===== src/rtl/mips32_prog_loader.sv =====
// Framed byte-stream loader: assembles big-endian words and writes them into CPU memory.
// Define MIPS32_LOADER_CHECKSUM_EN to require a trailing XOR checksum byte before release.
module mips32_prog_loader #(
   parameter int AW = 10
) (
   input  logic          clk1_i,
   input  logic          rst_n_i,
   input  logic [7:0]    in_data_i,
   input  logic          in_valid_i,
   output logic          in_ready_o,
   input  logic          reload_i,
   output logic          mem_we_o,
   output logic [AW-1:0] mem_addr_o,
   output logic [31:0]   mem_wdata_o,
   output logic          cpu_halt_o,
   output logic [AW-1:0] pc_start_o,
   output logic          done_o,
   output logic          err_o
);

   typedef enum logic [3:0] {
      S_IDLE, S_A_LO, S_C_HI, S_C_LO, S_DATA, S_WRITE, S_CHK, S_DONE, S_ERR
   } state_e;

`ifdef MIPS32_LOADER_CHECKSUM_EN
   localparam state_e S_TAIL = S_CHK;
`else
   localparam state_e S_TAIL = S_DONE;
`endif
   localparam bit TAIL_DONE = (S_TAIL == S_DONE);

   state_e        state_q;
   logic [AW-1:0] addr_q, addr_d, start_q;
   logic [15:0]   cnt_q, cnt_d, cnt_lo_d;
   logic [31:0]   word_q, word_d;
   logic [1:0]    bidx_q;
   logic          in_ready_q, mem_we_q, cpu_halt_q, done_q;
   logic [AW-1:0] mem_addr_q, pc_start_q;
   logic [31:0]   mem_wdata_q;
   logic          xfer, fin, chk_ok, chk_bad, go_done;

   assign xfer     = in_valid_i & in_ready_q;
   assign word_d   = {word_q[23:0], in_data_i};
   assign addr_d   = addr_q + AW'(1);
   assign cnt_d    = cnt_q - 16'd1;
   assign cnt_lo_d = {cnt_q[15:8], in_data_i};

   // Last word written, or an empty frame: move on to the checksum byte or straight to DONE.
   assign fin = (state_q == S_C_LO && xfer && cnt_lo_d == 16'd0) ||
                (state_q == S_WRITE && cnt_q == 16'd1);

`ifdef MIPS32_LOADER_CHECKSUM_EN
   logic [7:0] csum_q;
   logic       err_q;

   assign chk_ok  = (state_q == S_CHK) && xfer && (in_data_i == csum_q);
   assign chk_bad = (state_q == S_CHK) && xfer && (in_data_i != csum_q);

   always_ff @(posedge clk1_i or negedge rst_n_i) begin
      if (!rst_n_i)
         csum_q <= 8'h00;
      else if (xfer)
         csum_q <= (state_q == S_IDLE) ? in_data_i : (csum_q ^ in_data_i);
   end

   assign err_o = err_q;
`else
   assign chk_ok  = 1'b0;
   assign chk_bad = 1'b0;
   assign err_o   = 1'b0;
`endif

   assign go_done = (fin && TAIL_DONE) || chk_ok;

   always_ff @(posedge clk1_i or negedge rst_n_i) begin
      if (!rst_n_i) begin
         state_q     <= S_IDLE;
         addr_q      <= '0;
         start_q     <= '0;
         cnt_q       <= '0;
         word_q      <= '0;
         bidx_q      <= '0;
         in_ready_q  <= 1'b1;
         mem_we_q    <= 1'b0;
         mem_addr_q  <= '0;
         mem_wdata_q <= '0;
         cpu_halt_q  <= 1'b1;
         pc_start_q  <= '0;
         done_q      <= 1'b0;
`ifdef MIPS32_LOADER_CHECKSUM_EN
         err_q       <= 1'b0;
`endif
      end else begin
         mem_we_q <= 1'b0;
         case (state_q)
            S_IDLE: if (xfer) begin
               addr_q  <= AW'({in_data_i, 8'h00});
               state_q <= S_A_LO;
            end
            S_A_LO: if (xfer) begin
               addr_q  <= addr_q | AW'(in_data_i);
               start_q <= addr_q | AW'(in_data_i);
               state_q <= S_C_HI;
            end
            S_C_HI: if (xfer) begin
               cnt_q   <= {in_data_i, 8'h00};
               state_q <= S_C_LO;
            end
            S_C_LO: if (xfer) begin
               cnt_q   <= cnt_lo_d;
               state_q <= fin ? S_TAIL : S_DATA;
            end
            S_DATA: if (xfer) begin
               word_q <= word_d;
               bidx_q <= bidx_q + 2'd1;
               if (bidx_q == 2'd3) begin
                  state_q     <= S_WRITE;
                  in_ready_q  <= 1'b0;
                  mem_we_q    <= 1'b1;
                  mem_addr_q  <= addr_q;
                  mem_wdata_q <= word_d;
               end
            end
            S_WRITE: begin
               addr_q     <= addr_d;
               cnt_q      <= cnt_d;
               in_ready_q <= 1'b1;
               state_q    <= fin ? S_TAIL : S_DATA;
            end
`ifdef MIPS32_LOADER_CHECKSUM_EN
            S_CHK: if (chk_bad) begin
               state_q    <= S_ERR;
               in_ready_q <= 1'b0;
               err_q      <= 1'b1;
               cpu_halt_q <= 1'b1;
            end
            S_ERR: if (reload_i) begin
               state_q    <= S_IDLE;
               in_ready_q <= 1'b1;
               err_q      <= 1'b0;
               cpu_halt_q <= 1'b1;
            end
`endif
            S_DONE: if (reload_i) begin
               state_q    <= S_IDLE;
               in_ready_q <= 1'b1;
               done_q     <= 1'b0;
               cpu_halt_q <= 1'b1;
            end
            default: state_q <= S_IDLE;
         endcase

         // Entering DONE releases the CPU at the captured frame address.
         if (go_done) begin
            state_q    <= S_DONE;
            in_ready_q <= 1'b0;
            done_q     <= 1'b1;
            cpu_halt_q <= 1'b0;
            pc_start_q <= start_q;
         end
      end
   end

   assign in_ready_o  = in_ready_q;
   assign mem_we_o    = mem_we_q;
   assign mem_addr_o  = mem_addr_q;
   assign mem_wdata_o = mem_wdata_q;
   assign cpu_halt_o  = cpu_halt_q;
   assign pc_start_o  = pc_start_q;
   assign done_o      = done_q;

endmodule

===== config.mk =====
export PLATFORM = sky130hd
export DESIGN_NAME = mips32_prog_loader
export DESIGN_NICKNAME = d
export VERILOG_FILES = /design/src/rtl/mips32_prog_loader.sv
export SDC_FILE = /design/constraint.sdc
export NUM_CORES = 1
export LEC_CHECK = 0
export BUFFER_PORTS_ARGS = -buffer_cell sky130_fd_sc_hd__buf_2
export CAP_MARGIN = 30
export CORE_ASPECT_RATIO = 0.75
export CORE_MARGIN = 10
export CORE_UTILIZATION = 40
export DETAILED_ROUTE_END_ITERATION = 8
export PLACE_DENSITY = 0.63
export SYNTH_ARGS = -nofsm -noshare
export SYNTH_HDL_FRONTEND = slang
export SYNTH_SLANG_ARGS = --single-unit

===== constraint.sdc =====
create_clock -name clk1_i -period 2.85 [get_ports clk1_i]
set_input_delay 0.7125 -clock clk1_i [delete_from_list [all_inputs] [get_ports clk1_i]]
set_output_delay 0.7125 -clock clk1_i [all_outputs]
set_load 0.005 [all_outputs]

==> metrics.md <==
| Metric | Value |
|---|---|
| Vias in the first global route | 3957 |
| Die Footprint | 18800 um2 |
| Max VDD drop | 433 uV |
| Top post-synthesis cells by area | dfrtp_1 (55%), mux2_2 (16%), nor2_1 (2.3%) |
| Register area share after synthesis | 55.5% |
| Antenna violations before repair | 0 |
| Post-synthesis register bit count | 121 |
| Drt wl/cell | 18.1 um |
| Rows | 36 |
| Power per cell area | 621 nW/um2 |
| CP required | 3.10 ns |
| Hold_buf cts | 0 |
| Ys Warns | 0 |
| Root buffer cell | clkbuf_16 |
| Synth top area share | 54.5% |
| Final worst slack | 0.352 ns |
| Share of flip-flops with an asynchronous set or reset | 100% |
| Max clock buf depth | 2 |
| DIE WIDTH | 155 um |
| Final Setup Violations | 0 |
| Startpoint Class | flip-flop |
| Post-Syn Area | 5460 um2 |
| Max Slew Vio Count | 0 |
| Total grt overflow | 0 |
| Total clock sinks | 121 |
| Synth area leader | dfrtp_1 |
| CP arrival | 2.75 ns |
| Setup bufs post-CTS | 0 |
| Critical Path End Type | flip-flop |
| Setup TNS Final | 0 ns |
| CTS tree | yes |
| Fin. Hold Viols | 0 |
| Number of flops mapped to enable cells by yosys | 0 |
| DRT antenna net count | 0 |
| Main synth FF type | dfrtp_1 |
| Max_cap viols | 0 |
| HPWL after detailed placement | 9.07 mm |
| Post-route clock period utilization | 87.7% |
| Status | finished clean |
| CTS buffer count | 17 |
| Layout cell share with drive strength beyond 1 | 39.6% |
| Area Growth Syn to Fin | 21.2% |
| Slew headroom | 46.0% |
| Critical path fanouts, max | 6 |
| First-pass GRT wire length | 21.0 mm |
| Gates resized, CTS repair | 0 |
| Leakage power | 3.26 nW |
| Pre-CTS setup slack | 0.407 ns |
| Cell variety after synth | 64 |
| Vias | 3913 |
| Antenna diodes | 0 |
| Final wirelength | 12.8 mm |
| Synth Instances | 449 |
| Final nets | 539 |
| Unrepaired setup endpoints after global routing | false |
| Vias per cell | 5.53 |
| GR Util All Layers | 13.9% |
| Placed instance area | 5980 um2 |
| Largest net degree at the start of global routing | 44 |
| Syn_area_per_cell | 12.2 um2 |
| Clock Skews | 0.00801 ns |
| Clock-pin slew on the worst setup and hold paths | 0.06 ns |
| Port bufs | 67 |
| Hold crit path type | primary input to async pin |
| Core box area | 13200 um2 |
| Max frequency | 400 MHz |
| Hold_ws | 0.277 ns |
| Final Cell Area | 6620 um2 |
| Post-layout minimum cycle time | 2.50 ns |
| WS Path Type | flip-flop to flip-flop |
| Starting Density | 41.4% |
| DR DRC count | 0 |
| IO Pins | 69 |
| H-tree depth | 4 |
| Clk_lat worst skew | 0.41 ns |
| Starting DRT DRC Count | 391 |
| Height of the die | 121 um |
| Worst Tran Pin Value | 0.803 ns |
| Syn Nets | 465 |
| DRT Pass-1 Iters | 5 |
| GPL Wtd Cong | 0.906 |
-- routing by layer --
layer	up-vias	wire length, um	global-route usage, %
li1	1800	-	-
met1	1983	5900	18.4
met2	120	6000	21.1
met3	10	772	4.18
met4	0	130	4.71
met5	-	0	0
-- worst max-delay path, stage by stage, from the launching register on --
cell and delay [ns]:
dfrtp_1 0.41, inv_1 0.11, ha_1 0.24, or3b_2 0.47, or4_1 0.52, o311ai_0 0.39
o221ai_1 0.20
-- cell type report --
| type | instances | area (um2) |
|---|---|---|
| clock inverters | 15 | 213 |
| inverters | 10 | 37.5 |
| well taps | 171 | 214 |
| clock buffers | 17 | 425 |
| repair buffers | 82 | 463 |
| multi-input cells | 291 | 2240 |
| fillers | 1173 | 6580 |
| flip-flops and latches | 121 | 3030 |
-- cells in the mapped netlist, types with 3 or more instances --
cell type / n
ha_1: 4
buf_2: 6
xor2_1: 4
nor2_1: 33
nand3_1: 14
o211ai_1: 7
mux2_4: 5
inv_1: 10
o22ai_1: 3
and3_1: 4
a221oi_1: 3
o21ai_0: 9
nor3_1: 9
a31o_2: 3
mux2_2: 76
o311ai_0: 3
a21oi_1: 20
a21o_1: 3
a22oi_1: 3
nand4_1: 9
o221ai_1: 3
dfrtp_1: 119
nor4_1: 4
or3_1: 3
nand2_1: 23
clkbuf_1: 15
-- cells by family (layout without fill, tap and decap cells) --
| group | count (synthesis) | in the layout | synth area share, % |
|---|---|---|---|
| other cells | 1 | 1 | 0.0686 |
| fa+ha+maj | 4 | 4 | 0.916 |
| buf+inv | 37 | 124 | 3.76 |
| simple gates | 122 | 122 | 11.8 |
| xor+xnor | 5 | 5 | 0.802 |
| compound gates | 76 | 76 | 9.80 |
| flops | 121 | 121 | 55.5 |
| mux | 83 | 83 | 17.4 |
-- layout by cell type (no fill, tap or decap), types with 3 or more instances in the layout --
master | Yosys | routed
o21ai_0 | 9 | 9
inv_6 | 0 | 5
o311ai_0 | 3 | 3
dfrtp_1 | 119 | 119
a22oi_1 | 3 | 3
and3_1 | 4 | 4
inv_1 | 10 | 10
nor3_1 | 9 | 9
nor2_1 | 33 | 33
o221ai_1 | 3 | 3
o22ai_1 | 3 | 3
ha_1 | 4 | 4
mux2_2 | 76 | 76
bufinv_16 | 0 | 4
o211ai_1 | 7 | 7
a31o_2 | 3 | 3
mux2_4 | 5 | 5
buf_2 | 6 | 66
clkbuf_16 | 0 | 17
nand2_1 | 23 | 22
a21oi_1 | 20 | 20
nand3_1 | 14 | 14
xor2_1 | 4 | 4
nand4_1 | 9 | 9
nor4_1 | 4 | 4
or3_1 | 3 | 3
a21o_1 | 3 | 3
a221oi_1 | 3 | 3
buf_4 | 1 | 15
-- final timing paths --
kind                                        startpoint                     endpoint  slack (ns)  depth (start not counted)
worst max register to register    cnt_q[1]$_DFFE_PN0P_        cnt_q[10]$_DFFE_PN0P_        0.35                          6
worst max-delay path              cnt_q[1]$_DFFE_PN0P_        cnt_q[10]$_DFFE_PN0P_        0.35                          6
worst min-delay path                           rst_n_i    pc_start_o[6]$_DFFE_PN0P_        0.28                          1
min in group clk1_i             cpu_halt_o$_DFFE_PN1P_       cpu_halt_o$_DFFE_PN1P_        0.46                          2
worst min register to register  cpu_halt_o$_DFFE_PN1P_       cpu_halt_o$_DFFE_PN1P_        0.46                          2
max in group asynchronous                      rst_n_i  mem_wdata_o[11]$_DFFE_PN0P_        1.86                          2
-- stage by stage --
stage               util [%]  std cells  power (mW)
finish                  50.2        707        4.11
CTS                     50.2        707        4.15
global placement        45.3        675        1.83
global route            50.2        707        4.24
detailed placement      45.3        675        1.84
floorplan                  -        449        1.77
-- registers in the layout (all words and copies together) (netlist names) --
register,count
mem_addr_o,10
mem_we_o,1
in_ready_o,1
pc_start_o,10
start_q,10
cnt_q,16
done_o,1
cpu_halt_o,1
mem_wdata_o,32
addr_q,10
bidx_q,2
state_q,3
word_q,24
-- report_power, final --
group,internal [mW],switching (mW)
registers,1.72,0.00147
clock network,1.48,0.826
logic,0.0184,0.0620
total,3.22,0.890
(Power assumes the default switching activity.)
